`src/rtl/morse_pkg.sv`:
```
// morse_pkg: Morse timing constants and keyer state encodings
package morse_pkg;
  localparam int DOT_UNITS = 1;
  localparam int DASH_UNITS = 3;
  localparam int SYM_GAP_UNITS = 1;
  localparam int LETTER_GAP_UNITS = 3;
  localparam int DEF_MAX_SYMS = 5;
  typedef enum logic [2:0] {
    S_IDLE  = 3'd0,
    S_MARK  = 3'd1,
    S_SPACE = 3'd2,
    S_LGAP  = 3'd3,
    S_DONE  = 3'd4
  } state_t;
endpackage

```
`src/rtl/mod_unit_timer.sv`:
```
// mod_unit_timer: one-cycle tick every UNIT cycles while clear is low
module mod_unit_timer #(
  parameter int UNIT = 50
) (
  input  logic clk,
  input  logic rst_n,
  input  logic clear,
  output logic tick
);
  localparam int W = (UNIT > 2) ? $clog2(UNIT) : 1;
  logic [W-1:0] cnt;
  assign tick = !clear && (cnt == W'(UNIT - 1));
  always_ff @(posedge clk or negedge rst_n)
    if (!rst_n) cnt <= '0;
    else cnt <= (clear || tick) ? '0 : cnt + 1'b1;
endmodule

```
`src/rtl/mod_morse_keyer.sv`:
```
// mod_morse_keyer: plays one Morse character on key_out, then pulses done
module mod_morse_keyer
  import morse_pkg::*;
#(
  parameter int UNIT = 50,
  parameter int MAX_SYMS = DEF_MAX_SYMS
) (
  input  logic                clk,
  input  logic                rst_n,
  input  logic                start,
  input  logic [MAX_SYMS-1:0] sym_bits,
  input  logic [2:0]          sym_len,
  output logic                key_out,
  output logic                busy,
  output logic                done
);
  state_t state;
  logic [MAX_SYMS-1:0] sr;
  logic [2:0] rem, len_sat;
  logic [1:0] units, need;
  logic armed, tick, clear, expire;
  assign len_sat = (sym_len > 3'(MAX_SYMS)) ? 3'(MAX_SYMS) : sym_len;
  // timer idles in IDLE/DONE; every other transition lands on a tick, so the count is already 0 on entry
  assign clear = (state == S_IDLE) || (state == S_DONE);
  always_comb
    need = (state == S_MARK) ? (sr[0] ? 2'(DASH_UNITS) : 2'(DOT_UNITS)) :
           (state == S_SPACE) ? 2'(SYM_GAP_UNITS) : 2'(LETTER_GAP_UNITS);
  assign expire = tick && (units == need - 2'd1);
  mod_unit_timer #(.UNIT(UNIT)) u_timer (
    .clk  (clk),
    .rst_n(rst_n),
    .clear(clear),
    .tick (tick)
  );
  always_ff @(posedge clk or negedge rst_n)
    if (!rst_n) begin
      state   <= S_IDLE;
      sr      <= '0;
      rem     <= '0;
      units   <= '0;
      armed   <= 1'b1;
      key_out <= 1'b0;
      busy    <= 1'b0;
      done    <= 1'b0;
    end else begin
      if (tick) units <= expire ? 2'd0 : units + 2'd1;
      case (state)
        S_IDLE:
          if (!start) armed <= 1'b1;
          else if (armed) begin
            armed <= 1'b0;
            sr    <= sym_bits;
            rem   <= len_sat;
            if (len_sat == 3'd0) begin
              state <= S_DONE;
              done  <= 1'b1;
            end else begin
              state   <= S_MARK;
              key_out <= 1'b1;
              busy    <= 1'b1;
            end
          end
        S_MARK:
          if (expire) begin
            sr      <= sr >> 1;
            rem     <= rem - 3'd1;
            key_out <= 1'b0;
            state   <= (rem == 3'd1) ? S_LGAP : S_SPACE;
          end
        S_SPACE:
          if (expire) begin
            state   <= S_MARK;
            key_out <= 1'b1;
          end
        S_LGAP:
          if (expire) begin
            state <= S_DONE;
            done  <= 1'b1;
          end
        S_DONE: begin
          done  <= 1'b0;
          busy  <= 1'b0;
          state <= S_IDLE;
        end
        default: state <= S_IDLE;
      endcase
    end
endmodule
```
`config.mk`:
```
export PLATFORM = sky130hd
export DESIGN_NAME = mod_morse_keyer
export DESIGN_NICKNAME = d
export VERILOG_FILES = /design/src/rtl/morse_pkg.sv /design/src/rtl/mod_unit_timer.sv /design/src/rtl/mod_morse_keyer.sv
export SDC_FILE = /design/constraint.sdc
export NUM_CORES = 1
export LEC_CHECK = 0
export ABC_CLOCK_PERIOD_IN_PS = 1900
export BUFFER_PORTS_ARGS = -buffer_cell sky130_fd_sc_hd__buf_2
export CAP_MARGIN = 20
export CORE_MARGIN = 1
export CORE_UTILIZATION = 47
export DETAILED_ROUTE_END_ITERATION = 6
export PLACE_DENSITY_LB_ADDON = 0.1
export SYNTH_ARGS = -nofsm -noshare
export SYNTH_HDL_FRONTEND = slang
export SYNTH_SLANG_ARGS = --single-unit
```
`constraint.sdc`:
```
create_clock -name clk -period 1.9 [get_ports clk]
set_input_delay 0.38 -clock clk [delete_from_list [all_inputs] [get_ports clk]]
set_output_delay 0.38 -clock clk [all_outputs]
set_load 0.03 [all_outputs]
```
==> results of run 1 <==
-- area by class of cell --
cell class	count	share of cell area [%]
inverters	8	1.66
repair buffers	46	17.7
clock inverters	1	0.277
multi-input cells	100	45.1
well taps	31	2.15
flip-flops and latches	23	31.9
clock buffers	3	1.25
-- per-layer routing --
layer / part of all wire (%) / global-route usage [%]
met1: 49 / 31.6
met2: 46 / 32.6
met3: 4.3 / 2.30
met4: 0.69 / 7.67
met5: 0 / 0
-- stage by stage --
stage / worst slack, ns / TNS (ns) / cells / area [um^2]
2_1_floorplan: -0.0655 / -0.386 / 137 / 1420
3_3_place_gp: -0.0582 / -0.393 / 200 / 1680
3_5_place_dp: -0.0661 / -0.568 / 200 / 1680
4_1_cts: -0.0438 / -0.222 / 210 / 1760
5_1_grt: -0.0987 / -0.667 / 212 / 1810
6_report: -0.0478 / -0.207 / 212 / 1810
-- state kept, by name (all words and copies together) (netlist names) --
signal,count
rem,3
u_timer.cnt,6
busy,1
armed,1
sr,5
key_out,1
units,2
done,1
state,3
-- synthesized netlist by cell type (2+ instances only) --
cell,n
o21ai_0,5
nor2_1,12
nor4b_1,2
dfrtp_1,22
nand2b_1,3
xor2_1,3
inv_1,8
a21oi_1,10
a211oi_1,2
buf_2,2
nand2_1,5
nor3_1,2
a311oi_1,2
ha_1,4
mux2_4,5
clkbuf_1,3
nand3_1,7
xnor2_1,2
a211o_1,2
mux2_2,5
-- worst reg2reg max path, cell delays in order (launching register included) --
cell and delay, ns:
dfrtp_1 0.41, or4_4 0.56, a2111o_1 0.48, a31oi_1 0.22
o221a_2 0.22
-- kinds of logic (layout without fill, tap and decap cells) --
family                   after synthesis  after routing  synth area share, %
XOR/XNOR                               5              5                 3.09
flip-flops                            23             23                 40.7
AND/OR/NAND/NOR                       42             42                 16.9
buffers and inverters                 14             58                 4.42
multiplexers                          11             11                 9.98
AO/OA/AOI/OAI                         38             38                 21.4
adder cells (fa/ha/maj)                4              4                 3.53
-- power by group --
group	internal [W]	switching, W
Clock	0.0000789	0.000159
Sequential	0.000680	0.000147
Combinational	0.000738	0.000586
-- path summary, 6_finish.rpt --
path	endpoint	slack, ns	depth (start not counted)	from
max	state[0]	-0.05	4	u_timer.cnt[3]
min	key_out	0.01	1	rst_n
max reg2reg	state[0]	-0.05	4	u_timer.cnt[3]
min reg2reg	u_timer.cnt[0]	0.50	1	u_timer.cnt[0]
max in group asynchronous	armed	1.52	1	rst_n
min in group clk	armed	0.23	2	start
-- timing repair --
item,in CTS,in global routing
setup endpoints to repair,13,12
buffers inserted,6,2
pin swaps,7,4
resized for setup,3,9
==> out/results.txt, run 1 <==
CTS clk-pin slew, worst paths - 0.14 ns
largest net degree at the start of global routing - 24
leak pwr - 0.835 nW
commonest non-fill, non-tap cell in the layout - buf_4
Iter 0 DRT Violations - 55
status - finished with violations
CTS tree - done
final setup vio count - 8
Final Hold Fails - 0
Clock Latency Late Sink - 0.32 ns
CTS Buf Count - 3
first-pass GRT wire length - 5490 um
measured slew at the worst slew-check pin - 0.525 ns
Port Buffer Count - 13
Gate Count Post-Synth - 137
hold_ws - 0.0111 ns
top cells by area, synth - dfrtp_1, mux2_4, mux2_2
Root Driver - clkbuf_4
Diodes inserted - 0
CTS Buffer Depth - 2
max-cap viol count - 0
Cell Area, Synth - 1420 um^2
Post-Syn Area per Cell - 10.3 um^2
fin crit period - 1.95 ns
Seq/Total Area, Yosys - 40.7%
core footprint - 2810 um^2
via/cell ratio - 6.01
wirelength, routed - 3200 um
Pins Over Slew Limit - 0
CP Class - reg -> reg
pwr dens - 1320 nW/um^2
failing checks - design-rule violations, negative setup slack
synth unique cells - 51
Worst path max stage delay - 0.56 ns
Startpoint Class - register
delay-heaviest family, CP - compound AO/OA/AOI/OAI gates
DIE WIDTH - 56.9 um
CP arrival - 2.21 ns
worst-case clock skew - 0.0116 ns
fin util - 64.5%
period utilization - 103%
CP max stage cell - or4_4
CP Max Fanout - 6
Worst VDD drop - 0.840 mV
number of placement rows - 19
Seq. cell area - 577 um^2
most frequent cells in the layout - buf_4, dfrtp_1, buf_2
Pwr Total - 0.00239 W
layout cell share with drive strength beyond 1 - 42.5%
Layout area overhead - 27.6%
I/O pins - 14
RSZ-0062 raised after global routing - yes
H-tree Lvls - 1
routed vias - 1,274
Worst Slack Setup Final - -0.0478 ns
CP Data Required Time - 2.16 ns
grt total ovfl - 0
hold_buf cts - 0
Yosys reg bits - 23
area leader, netlist - dfrtp_1
WP buf/inv - 0
die area - 3240 um^2
hpwl dp - 2260 um
DR pass1 iterations - 6
Post-synth EDFFs - 0
f_max - 513 MHz
YS warnings - 0
Final ANT Viol Nets - 0
CP Cell Sequence - or4_4 -> a2111o_1 -> a31oi_1 -> o221a_2
# clock sinks - 23
antenna violations before repair - 0
GR Util All Layers - 21.5%
Fill cells - 235
multi-input logic area - 815 um^2
initial core utilization - 50.5%
# nets final - 197
vias in the first global route - 1,215
Worst slew margin - 65.0%
CP Capture Type - register
Synth top area share - 38.9%
Top FF cell, synth - dfrtp_1
Post-Syn Nets - 152
async set-or-reset flop fraction in the synthesized netlist - 100%
RePlAce Congestion - 0.837
Die Y-Extent - 56.9 um
hold crit path type - in -> async
drt drc - 4
Routed WL per cell - 15.1 um
No activity file was read; power rests on OpenSTA's default activity.
==> run 2: changes to the inputs <==
Settings changed: CELL_PAD_IN_SITES_DETAIL_PLACEMENT set to 1, CELL_PAD_IN_SITES_GLOBAL_PLACEMENT set to 1, CORE_UTILIZATION 47 to 41, GPL_ROUTABILITY_DRIVEN set to 0, PLACE_DENSITY set to 0.79, PLACE_DENSITY_LB_ADDON 0.1 to unset.
==> out/results.txt, run 2 (synthesized netlist as in run 1, its figures left out) <==
placed instance area - 1660 um^2
hold crit path type - in -> async
Largest Register - u_timer.cnt
# nets final - 187
CP arrival - 2.19 ns
initial core utilization - 44.9%
H-tree Lvls - 1
Sw Share - 39.0%
Layout area overhead - 25.4%
CP Capture Type - register
combinational power share - 55.7%
commonest non-fill, non-tap cell in the layout - dfrtp_1
# clock sinks - 23
hold_buf cts - 0
Clock power frac - 10.0%
leak pwr - 0.798 nW
first-pass GRT wire length - 6220 um
switching pwr - 0.000940 W
Worst Slack Setup Final - -0.0236 ns
Startpoint Class - register
DR pass1 iterations - 4
Worst path max stage delay - 0.56 ns
largest net degree at the start of global routing - 24
CP Data Required Time - 2.16 ns
routed vias - 1,231
antenna violations before repair - 0
Pins Over Slew Limit - 0
hold_ws - 0.0175 ns
Final Hold Fails - 0
CP Class - reg -> reg
layout cell share with drive strength beyond 1 - 39.2%
CTS Buffer Depth - 2
die area - 3690 um^2
status - finished with violations
hpwl dp - 2750 um
failing checks - negative setup slack
f_max - 520 MHz
pwr dens - 1350 nW/um^2
top flop regs - u_timer.cnt x6, sr x5
Routed WL per cell - 17.7 um
Worst slew margin - 64.5%
Worst VDD drop - 0.520 mV
most frequent cells in the layout - dfrtp_1, buf_4, buf_2
grt total ovfl - 0
max-cap viol count - 0
Diodes inserted - 0
Die Y-Extent - 60.8 um
Final Cell Area - 1780 um^2
Iter 0 DRT Violations - 50
drt drc - 0
number of placement rows - 20
P_int - 0.00147 W
worst-case clock skew - 0.00938 ns
CTS tree - done
Seq pwr share - 34.4%
CP Max Fanout - 6
Critical path origin - u_timer.cnt[3]
Final ANT Viol Nets - 0
via/cell ratio - 5.73
RSZ-0062 raised after global routing - yes
CTS clk-pin slew, worst paths - 0.14 ns
wirelength, routed - 3800 um
Root Driver - clkbuf_4
Port Buffer Count - 13
final setup vio count - 8
DIE WIDTH - 60.8 um
CP max stage cell - or4_4
CTS Buf Count - 3
Fill cells - 373
Largest register FFs - 6
period utilization - 101%
I/O pins - 14
vias in the first global route - 1,305
CP Cell Sequence - or4_4 -> a2111o_1 -> a31oi_1 -> o221a_2
core footprint - 3150 um^2
GR Util All Layers - 23.1%
Critical R2R Launch - u_timer.cnt[3]
Clock Latency Late Sink - 0.32 ns
measured slew at the worst slew-check pin - 0.532 ns
fin crit period - 1.92 ns
## run 2: cell types whose count changed in the layout (fill, tap and decap cells not counted), sizes merged
| cell | change |
|---|---|
| buf | -10 |
| clkbuf | +1 |
| clkinv | -1 |
## run 2: critical path, delay by kind of cell (launching register included)
family | cells | cell delay (ns)
AND/OR/NAND/NOR | 1 | 0.56
flip-flops | 1 | 0.41
AO/OA/AOI/OAI | 3 | 0.89
## run 2: what timing repair did
item	in CTS	in global routing
gates resized for setup	8	8
setup endpoints to repair	11	11
setup buffers	1	1
pin swaps	8	3
## run 2: metrics by stage
stage	util, %	total power [W]	setup WS, ns	TNS (ns)	std cells
after detailed placement	52.7	0.00204	-0.0779	-0.477	209
final	56.3	0.00241	-0.0236	-0.0701	215
after global placement	52.7	0.00195	-0.0254	-0.0988	209
after global routing	56.3	0.00259	-0.0986	-0.632	215
after CTS	54.8	0.00233	-0.0248	-0.119	214
after floorplan	-	0.00162	-0.0655	-0.386	137
## run 2: per-layer routing
metal | part of all wire [%] | track usage, % | vias up | wire, um
met1 | 44 | 29.3 | 613 | 1660
met3 | 3.8 | 3.84 | 8 | 143
met4 | 1.2 | 3.90 | 0 | 46
met5 | 0 | 0 | - | 0
li1 | - | - | 580 | -
met2 | 51 | 41.6 | 30 | 1960
## run 2: final cells by class
cell class	count	area (um^2)	area share, %
multi-input combinational	100	843	47.5
sequential	23	577	32.5
timing repair buffer	36	245	13.8
tap	44	55.1	3.10
inverter	8	30.0	1.69
clock buffer	4	26.3	1.48
## run 2: power groups by stage
stage	combinational [W]	sequential [W]	clock [W]
global placement	0.00115	0.000806	0
floorplan	0.000790	0.000831	0
CTS	0.00127	0.000819	0.000244
detailed placement	0.00122	0.000820	0
global route	0.00147	0.000848	0.000265
finish	0.00134	0.000827	0.000240
## run 2: worst paths after layout
| path | endpoint | slack [ns] | cells past startpoint |
|---|---|---|---|
| worst min-delay path | u_timer.cnt[2] | 0.02 | 1 |
| min in group clk | armed | 0.23 | 2 |
| worst max register to register | state[0] | -0.02 | 4 |
| worst min register to register | sr[3] | 0.53 | 1 |
| worst max-delay path | state[0] | -0.02 | 4 |
| max in group asynchronous | armed | 1.52 | 1 |
